### src/rtl/mem_cmd_initiator_if.sv
// Bus bundle for the memory command initiator: request/response handshake
// plus the outbound (command) and inbound (response) FIFO sides.
interface mem_cmd_initiator_if #(
  parameter int FIFO_WIDTH = 8
);
  // request side
  logic                  req_valid;
  logic                  req_ready;
  logic                  req_write;
  logic [FIFO_WIDTH-1:0] req_addr;
  logic [FIFO_WIDTH-1:0] req_wdata;
  // outbound command FIFO
  logic                  tx_fifo_full;
  logic                  tx_fifo_wr_en;
  logic [FIFO_WIDTH-1:0] dout;
  // inbound response FIFO
  logic                  rx_fifo_empty;
  logic                  rx_fifo_rd_en;
  logic [FIFO_WIDTH-1:0] din;
  // response / status
  logic                  rsp_valid;
  logic [FIFO_WIDTH-1:0] rsp_data;
  logic [7:0]            done_count;

  // The initiator itself
  modport master (
    input  req_valid, req_write, req_addr, req_wdata,
    input  tx_fifo_full, rx_fifo_empty, din,
    output req_ready, tx_fifo_wr_en, dout, rx_fifo_rd_en,
    output rsp_valid, rsp_data, done_count
  );

  // The surroundings: requester plus the two FIFOs
  modport slave (
    output req_valid, req_write, req_addr, req_wdata,
    output tx_fifo_full, rx_fifo_empty, din,
    input  req_ready, tx_fifo_wr_en, dout, rx_fifo_rd_en,
    input  rsp_valid, rsp_data, done_count
  );
endinterface

### src/rtl/mem_cmd_initiator.sv
// Memory command initiator: serialises one request at a time into a
// command/address/data byte stream for the outbound FIFO and, for reads,
// collects the single response byte from the inbound FIFO.
module mem_cmd_initiator #(
  parameter int                    FIFO_WIDTH = 8,
  parameter logic [FIFO_WIDTH-1:0] WR_CMD     = 8'd49,
  parameter logic [FIFO_WIDTH-1:0] RD_CMD     = 8'd48
) (
  input logic               clk,
  input logic               rst,
  mem_cmd_initiator_if.master bus
);

  localparam logic [2:0] IDLE      = 3'd0;
  localparam logic [2:0] SEND_CMD  = 3'd1;
  localparam logic [2:0] SEND_ADDR = 3'd2;
  localparam logic [2:0] SEND_DATA = 3'd3;
  localparam logic [2:0] WAIT_RSP  = 3'd4;
  localparam logic [2:0] LATCH_RSP = 3'd5;

  logic [2:0]            state;
  logic [2:0]            state_next;
  logic                  lat_write;
  logic [FIFO_WIDTH-1:0] lat_addr;
  logic [FIFO_WIDTH-1:0] lat_wdata;
  logic                  rsp_valid;
  logic [FIFO_WIDTH-1:0] rsp_data;
  logic [7:0]            done_count;

  logic                  tx_wr;
  logic [FIFO_WIDTH-1:0] tx_byte;
  logic                  rx_rd;
  logic                  accept;
  logic                  complete;

  // Requests are only taken in IDLE, so a read holds off the next request
  // until its response byte has been latched.
  assign accept = (state == IDLE) && bus.req_valid;

  // A transaction completes on the data-byte write of a write, or on the
  // response-latch cycle of a read.
  assign complete = ((state == SEND_DATA) && !bus.tx_fifo_full) ||
                    (state == LATCH_RSP);

  // Next state and FIFO-side outputs; a full FIFO freezes the current byte.
  always_comb begin
    state_next = state;
    tx_wr      = 1'b0;
    tx_byte    = '0;
    rx_rd      = 1'b0;
    case (state)
      IDLE: begin
        if (bus.req_valid) state_next = SEND_CMD;
      end
      SEND_CMD: begin
        tx_wr   = !bus.tx_fifo_full;
        tx_byte = lat_write ? WR_CMD : RD_CMD;
        if (!bus.tx_fifo_full) state_next = SEND_ADDR;
      end
      SEND_ADDR: begin
        tx_wr   = !bus.tx_fifo_full;
        tx_byte = lat_addr;
        if (!bus.tx_fifo_full) state_next = lat_write ? SEND_DATA : WAIT_RSP;
      end
      SEND_DATA: begin
        tx_wr   = !bus.tx_fifo_full;
        tx_byte = lat_wdata;
        if (!bus.tx_fifo_full) state_next = IDLE;
      end
      WAIT_RSP: begin
        // Inbound bytes are only consumed here; anything arriving earlier
        // stays in the FIFO until this read wants it.
        rx_rd = !bus.rx_fifo_empty;
        if (!bus.rx_fifo_empty) state_next = LATCH_RSP;
      end
      LATCH_RSP: begin
        // din is valid now, one cycle after the read enable
        state_next = IDLE;
      end
      default: state_next = IDLE;
    endcase
  end

  // State register
  always_ff @(posedge clk or posedge rst) begin
    if (rst) state <= IDLE;
    else     state <= state_next;
  end

  // Capture the request fields on acceptance so the bus may change after.
  always_ff @(posedge clk or posedge rst) begin
    if (rst) begin
      lat_write <= 1'b0;
      lat_addr  <= '0;
      lat_wdata <= '0;
    end else if (accept) begin
      lat_write <= bus.req_write;
      lat_addr  <= bus.req_addr;
      lat_wdata <= bus.req_wdata;
    end
  end

  // Response register: one-cycle valid pulse, data held until the next read.
  always_ff @(posedge clk or posedge rst) begin
    if (rst) begin
      rsp_valid <= 1'b0;
      rsp_data  <= '0;
    end else begin
      rsp_valid <= (state == LATCH_RSP);
      if (state == LATCH_RSP) rsp_data <= bus.din;
    end
  end

  // Completed-transaction counter, wrapping naturally at 8 bits.
  always_ff @(posedge clk or posedge rst) begin
    if (rst)           done_count <= 8'd0;
    else if (complete) done_count <= done_count + 8'd1;
  end

  assign bus.req_ready     = (state == IDLE);
  assign bus.tx_fifo_wr_en = tx_wr;
  assign bus.dout          = tx_byte;
  assign bus.rx_fifo_rd_en = rx_rd;
  assign bus.rsp_valid     = rsp_valid;
  assign bus.rsp_data      = rsp_data;
  assign bus.done_count    = done_count;

endmodule

### src/flat_wrapper.sv
// flat-port wrapper written by rule: the top's interface ports become plain ports
module mem_cmd_initiator_flat 
#(
  parameter int                    FIFO_WIDTH = 8,
  parameter logic [FIFO_WIDTH-1:0] WR_CMD     = 8'd49,
  parameter logic [FIFO_WIDTH-1:0] RD_CMD     = 8'd48
)
  (clk, rst, bus_req_valid, bus_req_write, bus_req_addr, bus_req_wdata, bus_tx_fifo_full, bus_rx_fifo_empty, bus_din, bus_req_ready, bus_tx_fifo_wr_en, bus_dout, bus_rx_fifo_rd_en, bus_rsp_valid, bus_rsp_data, bus_done_count);
  mem_cmd_initiator_if #(.FIFO_WIDTH(FIFO_WIDTH)) bus_i ();
  input logic clk;
  input logic rst;
  input wire logic [$bits(bus_i.req_valid)-1:0] bus_req_valid;
  input wire logic [$bits(bus_i.req_write)-1:0] bus_req_write;
  input wire logic [$bits(bus_i.req_addr)-1:0] bus_req_addr;
  input wire logic [$bits(bus_i.req_wdata)-1:0] bus_req_wdata;
  input wire logic [$bits(bus_i.tx_fifo_full)-1:0] bus_tx_fifo_full;
  input wire logic [$bits(bus_i.rx_fifo_empty)-1:0] bus_rx_fifo_empty;
  input wire logic [$bits(bus_i.din)-1:0] bus_din;
  output wire logic [$bits(bus_i.req_ready)-1:0] bus_req_ready;
  output wire logic [$bits(bus_i.tx_fifo_wr_en)-1:0] bus_tx_fifo_wr_en;
  output wire logic [$bits(bus_i.dout)-1:0] bus_dout;
  output wire logic [$bits(bus_i.rx_fifo_rd_en)-1:0] bus_rx_fifo_rd_en;
  output wire logic [$bits(bus_i.rsp_valid)-1:0] bus_rsp_valid;
  output wire logic [$bits(bus_i.rsp_data)-1:0] bus_rsp_data;
  output wire logic [$bits(bus_i.done_count)-1:0] bus_done_count;
  assign bus_i.req_valid = bus_req_valid;
  assign bus_i.req_write = bus_req_write;
  assign bus_i.req_addr = bus_req_addr;
  assign bus_i.req_wdata = bus_req_wdata;
  assign bus_i.tx_fifo_full = bus_tx_fifo_full;
  assign bus_i.rx_fifo_empty = bus_rx_fifo_empty;
  assign bus_i.din = bus_din;
  assign bus_req_ready = bus_i.req_ready;
  assign bus_tx_fifo_wr_en = bus_i.tx_fifo_wr_en;
  assign bus_dout = bus_i.dout;
  assign bus_rx_fifo_rd_en = bus_i.rx_fifo_rd_en;
  assign bus_rsp_valid = bus_i.rsp_valid;
  assign bus_rsp_data = bus_i.rsp_data;
  assign bus_done_count = bus_i.done_count;
  mem_cmd_initiator #(.FIFO_WIDTH(FIFO_WIDTH), .WR_CMD(WR_CMD), .RD_CMD(RD_CMD)) u_core (.clk(clk), .rst(rst), .bus(bus_i));
endmodule
### config.mk
export PLATFORM = sky130hd
export DESIGN_NAME = mem_cmd_initiator_flat
export DESIGN_NICKNAME = d
export VERILOG_FILES = /design/src/rtl/mem_cmd_initiator_if.sv /design/src/rtl/mem_cmd_initiator.sv /design/src/flat_wrapper.sv
export SDC_FILE = /design/constraint.sdc
export NUM_CORES = 1
export LEC_CHECK = 0
export ABC_AREA = 1
export CORE_MARGIN = 1
export CORE_UTILIZATION = 42
export DETAILED_ROUTE_END_ITERATION = 10
export GPL_ROUTABILITY_DRIVEN = 0
export PLACE_DENSITY = 0.73
export SETUP_SLACK_MARGIN = 0.1
export SKIP_CTS_REPAIR_TIMING = 1
export SYNTH_ARGS = -nofsm -noshare
export SYNTH_HDL_FRONTEND = slang
export SYNTH_SLANG_ARGS = --single-unit
### constraint.sdc
create_clock -name clk -period 1.35 [get_ports clk]
set_input_delay 0.3375 -clock clk [delete_from_list [all_inputs] [get_ports clk]]
set_output_delay 0.3375 -clock clk [all_outputs]
set_load 0.01 [all_outputs]
# Yosys cells after proc, flatten, opt, wreduce, memory -nomap -nowiden

Cells that the tools add are included.

Flip-flop bits (word level): 37
Latch bits: 0
Memory bits (writable): 0
ROM bits: 0
Bits of input ports: 30
Word-level logic and storage cells: 37
Memories: 0

Add/sub/neg operators: 1
$mul: 0
Div/mod/pow operators: 0
Order comparisons: 0
Equality and inequality tests: 10
Shifts and indexed selects: 0
Multiplexer cells: 11
Bitwise logic cells: 0
Reduce and logical (&&, ||, !) cells: 8

Operator list:

| kind                | number |
|---|---|
| $pmux 8 s3          | 1 |
| $mux 3              | 6 |
| $pmux 3 s5          | 1 |
| $ne 2x2->1 const B  | 5 |
| $add 8x1->8 const B | 1 |
| $eq 3x2->1 const B  | 2 |
| $eq 3x3->1 const B  | 2 |
| $reduce_and 5->1    | 1 |
| $eq 3x1->1 const B  | 1 |
| $logic_not 3->1     | 1 |
| $mux 1              | 3 |
| $reduce_or 3->1     | 1 |
| $logic_and 1x1->1   | 2 |
| $logic_not 1->1     | 2 |
| $logic_or 1x1->1    | 1 |

# Logic depth before layout (Yosys ltp)

Depth in word-level cells: 3
Mapped depth: 7
Gate-level depth less buffers: 7

# Worst setup path after synthesis

No wires, ideal clock.

Path type: reg-to-output
Start point: register u_core.state[2]
End point: output bus_dout[1]
Arrival: 1.074 ns
Data required time: 1.013 ns
Slack: -0.061 ns
Cell stages (with the launch flop): 6
Path buffers: 0
Cells stage by stage: dfrtp_1 inv_2 nand2_1 nor2_4 inv_1 o22ai_1

Longest elaborated chain between the ends: 2
Elaborated cells on any way between the ends: 4
Those cells by class: eq/ne: 3; mux: 1

RTL lines:

| element                                         | RTL line                | text |
|---|---|---|
| from (decl)                                     | mem_cmd_initiator.sv:21 | `logic [2:0] state;` |
| from (signal assigned)                          | mem_cmd_initiator.sv:87 | `else state <= state_next;` |
| $eq 3x2->1 / $eq 3x1->1 (equally long branches) | mem_cmd_initiator.sv:51 | `case (state)` |
| $pmux 8 s3 (*)                                  | mem_cmd_initiator.sv:51 |  |
| to (decl)                                       | flat_wrapper.sv:21      | `output wire logic [$bits(bus_i.dout)-1:0] bus_dout;` |

Mark *: on every way between the ends. The rest lies on a longest branch, timed or not.

# Final worst setup path

Start point: register u_core.state[2]
End point: output bus_dout[6]

The elaborated chain is that of the path after synthesis.

==> flow_metrics.tcl <==
set metrics [dict create \
    drt_first_pass_iters 4 \
    ys_top_cells_by_area "sky130_fd_sc_hd__dfrtp_1 (49%), sky130_fd_sc_hd__nand2_1 (17%), sky130_fd_sc_hd__nand3_1 (6.7%), sky130_fd_sc_hd__a21oi_2 (3.7%), sky130_fd_sc_hd__inv_1 (3.4%)" \
    die_area_mm2 0.004743 \
    final_period_utilization_pct 133.5 \
    cellPowerDensity_mw_per_mm2 2086 \
    fmax_ghz 0.5547 \
    synth-async-reset-ratio_pct 100.0 \
    switching_power_mw 2.792 \
    power_frac_comb_pct 57.0 \
    run_status "complete, but fails checks" \
    remaining_drc_errors 0 \
    start_util_pct 45.32 \
    finClkSkew_ns 0.01175 \
    cts_buffers 5 \
    synthToLayoutAreaGrowth_pct 77.42 \
    most_repeated_cell_in_the_gate_level_netlist_after_synthesis "sky130_fd_sc_hd__nand2_1" \
    grt_usage_pct 20.69 \
    antenna_violating_nets_post_route 0 \
    timing.max_cap.violations 0 \
    cell_at_the_slowest_stage_of_the_critical_path "sky130_fd_sc_hd__dfrtp_1" \
    via_count_of_the_first_global_routing_pass 1647 \
    synth_seq_area_share_pct 49.30 \
    synthDominantAreaCellType "sky130_fd_sc_hd__dfrtp_1" \
    violations "setup timing" \
    critical_path.endpoint_type "output port" \
    synth_top_cell_area_share_pct 49.30 \
    timing_worst_setup_path_type "flip-flop to output port" \
    routed_wl_um 5685 \
    timing.critical_path.from_type "flip-flop" \
    timing.final.crit_period_ns 1.803 \
    clkSlewWorstSetupHoldPaths_ns 0.08 \
    syn_area_mm2 0.001878 \
    io_buffer_count 57 \
    holdWs_ns 0.4090 \
    ys.flop_type "sky130_fd_sc_hd__dfrtp_1" \
    fp.dieH_um 68.87 \
    io-pin-count 58 \
    setup-violations-final 35 \
    critPathRequiredTime_ns 1.01 \
    clock_network_fraction_of_total_power_pct 16.7 \
    post_drt_wl_per_cell_um 14.69 \
    ys_ff_latch 37 \
    number_of_instances_in_the_synthesized_netlist 226 \
    antenna-diode-count 0 \
    dp_hpwl_um 3293 \
    finalPower_mw 6.950 \
    static-leakage-power_nw 1.851 \
    syn-mean-instance-area_um2 8.310 \
    cts_max_level 2 \
    timing.critical_path.max_delay_family "buffers and inverters" \
    grt_first_pass_wirelength_um 7044 \
    grt-ovfl-total 0 \
    switching_share_pct 40.17 \
    clock_latency_ns 0.30 \
    final_layout_size_suffix_gt1_share_pct 39.76 \
    worst_slew_pin_slew_ns 0.6549 \
    ctsLongestPathBuffers 2 \
    synth_warnings 0 \
    finalNetCount 367 \
    seq_power_share_pct 26.3 \
    finalCoreUtilization_pct 80.40 \
    die_w_um 68.87 \
    cp_slowest_stage_delay_ns 0.39 \
    number_of_sinks_handled_by_clock_tree_synthesis 37 \
    cts_tree "done" \
    critical_path_cell_sequence "inv_2, nand2_4, nor2_4, buf_6, inv_6, o22ai_2, buf_2" \
    root_buffer "sky130_fd_sc_hd__clkbuf_8" \
    most_instantiated_cells_after_synthesis "sky130_fd_sc_hd__nand2_1 (86), sky130_fd_sc_hd__dfrtp_1 (37), sky130_fd_sc_hd__nand3_1 (25)" \
    internal-power_mw 4.158 \
    worstPathBufferInverterCount 4 \
    rows 23 \
    maximum_number_of_pins_on_one_net_before_global_route_repair 27 \
    crit_arrival_ns 1.47 \
    rsz0062_at_grt "true" \
    synth_enable_flop_cells 0 \
    number_of_antenna_violations_at_the_first_check_in_global_routing 0 \
    hold_viol_final 0 \
    fin_ws_ns -0.4528 \
    pins_over_slew_limit 0 \
    min-delay-path-class "input port to asynchronous set/reset pin" \
    average_via_count_per_standard_cell 5.093 \
    initialDrtViolationCount 138 \
    peakVddDrop_uv 1850 \
    relSlewSlack_pct 56.27 \
    ys_types 25 \
    critical_path_peak_fanout 4 \
    synth_nets 257 \
    design.core.area_mm2 0.004144 \
    vias 1971 \
]
==> power by group through the flow <==
stage / Clock (mW) / Combinational (mW) / Sequential (mW)
after floorplan: 0 / 1.56 / 1.92
after global placement: 0 / 3.00 / 1.80
after detailed placement: 0 / 3.07 / 1.81
after CTS: 1.15 / 3.08 / 1.80
after global routing: 1.21 / 4.24 / 1.87
final: 1.16 / 3.96 / 1.83
==> final timing paths <==
path                                        startpoint                endpoint  slack, ns  depth (start not counted)
max in group asynchronous                          rst         u_core.state[1]       0.77                          3
min in group clk                u_core.bus.rsp_data[4]  u_core.bus.rsp_data[4]       0.48                          2
worst max-delay path                   u_core.state[2]             bus_dout[6]      -0.45                          7
worst max register to register         u_core.state[1]     u_core.lat_wdata[1]      -0.17                          9
worst min-delay path                               rst     u_core.lat_wdata[1]       0.41                          3
worst min register to register  u_core.bus.rsp_data[4]  u_core.bus.rsp_data[4]       0.48                          2
==> layout make-up <==
cell class              instances  area [µm²]
clock buffers                   5       68.82
clock inverters                 3       65.06
fillers                       255       812.0
inverters                      22       100.1
multi-input cells             167        1127
flip-flops and latches         37       927.1
well taps                      50       62.56
repair buffers                102       975.9
repair inverters                1       5.005
==> layer usage <==
layer	part of all wire, %	GRT usage (%)	vias to the layer above
met3	4.7	3.947	16
met2	53	34.95	66
met1	39	24.41	940
met4	2.8	11.73	0
li1	-	-	949
met5	0	0	-
==> state kept, by name (all words and copies together) (netlist names) <==
register,count
u_core.bus.done_count,8
u_core.bus.rsp_data,8
u_core.lat_addr,8
u_core.lat_wdata,8
u_core.state,3
u_core.bus.rsp_valid,1
u_core.lat_write,1
==> metrics by stage <==
step           instances  setup WS [ns]  cell area, µm²  TNS [ns]
2_1_floorplan        226       -0.01421            1918  -0.04262
3_3_place_gp         359        -0.4618            2749    -9.939
3_5_place_dp         359        -0.5095            2749    -10.88
4_1_cts              367        -0.8071            2883    -16.35
5_1_grt              387        -0.5149            3332    -10.00
6_report             387        -0.4528            3332    -7.526
==> cells by family (layout without fill, tap and decap cells) <==
kind of cell	Yosys count	count (layout)	synth area share [%]
and+or+nand+nor	141	146	34.64
AOI/OAI and AO/OA	17	17	7.062
xor gates and xnor gates	3	3	1.399
adders and majority gates	1	1	0.6661
buffers and inverters	27	133	6.928
DFF	37	37	49.30
==> cells in the final DEF, fill, tap and decap left out, types with 3 or more instances in the layout <==
cell type                         netlist  layout
sky130_fd_sc_hd__nand2_2                5      14
sky130_fd_sc_hd__nand3b_1               3       3
sky130_fd_sc_hd__clkbuf_8               0       5
sky130_fd_sc_hd__buf_4                  0      34
sky130_fd_sc_hd__nand2_4                2       5
sky130_fd_sc_hd__nand3_1               25      19
sky130_fd_sc_hd__clkdlybuf4s50_1        0      28
sky130_fd_sc_hd__buf_2                  2       7
sky130_fd_sc_hd__nor2_4                 1      10
sky130_fd_sc_hd__a21oi_2                8       8
sky130_fd_sc_hd__inv_1                 17      15
sky130_fd_sc_hd__nand3_4                1       4
sky130_fd_sc_hd__nor2_1                11       5
sky130_fd_sc_hd__nand3_2                0       5
sky130_fd_sc_hd__dfrtp_1               37      36
sky130_fd_sc_hd__nand2_1               86      73
sky130_fd_sc_hd__inv_4                  0       3
sky130_fd_sc_hd__dlymetal6s2s_1         0      18
sky130_fd_sc_hd__nand2_8                1       5
sky130_fd_sc_hd__buf_6                  2      12
sky130_fd_sc_hd__o22ai_2                0       3
==> worst min-delay path, stage by stage <==
cell	delay, ns
sky130_fd_sc_hd__clkdlybuf4s50_1	0.41
sky130_fd_sc_hd__inv_1	0.11
sky130_fd_sc_hd__buf_12	0.20
No activity file was read; power rests on OpenSTA's default activity.
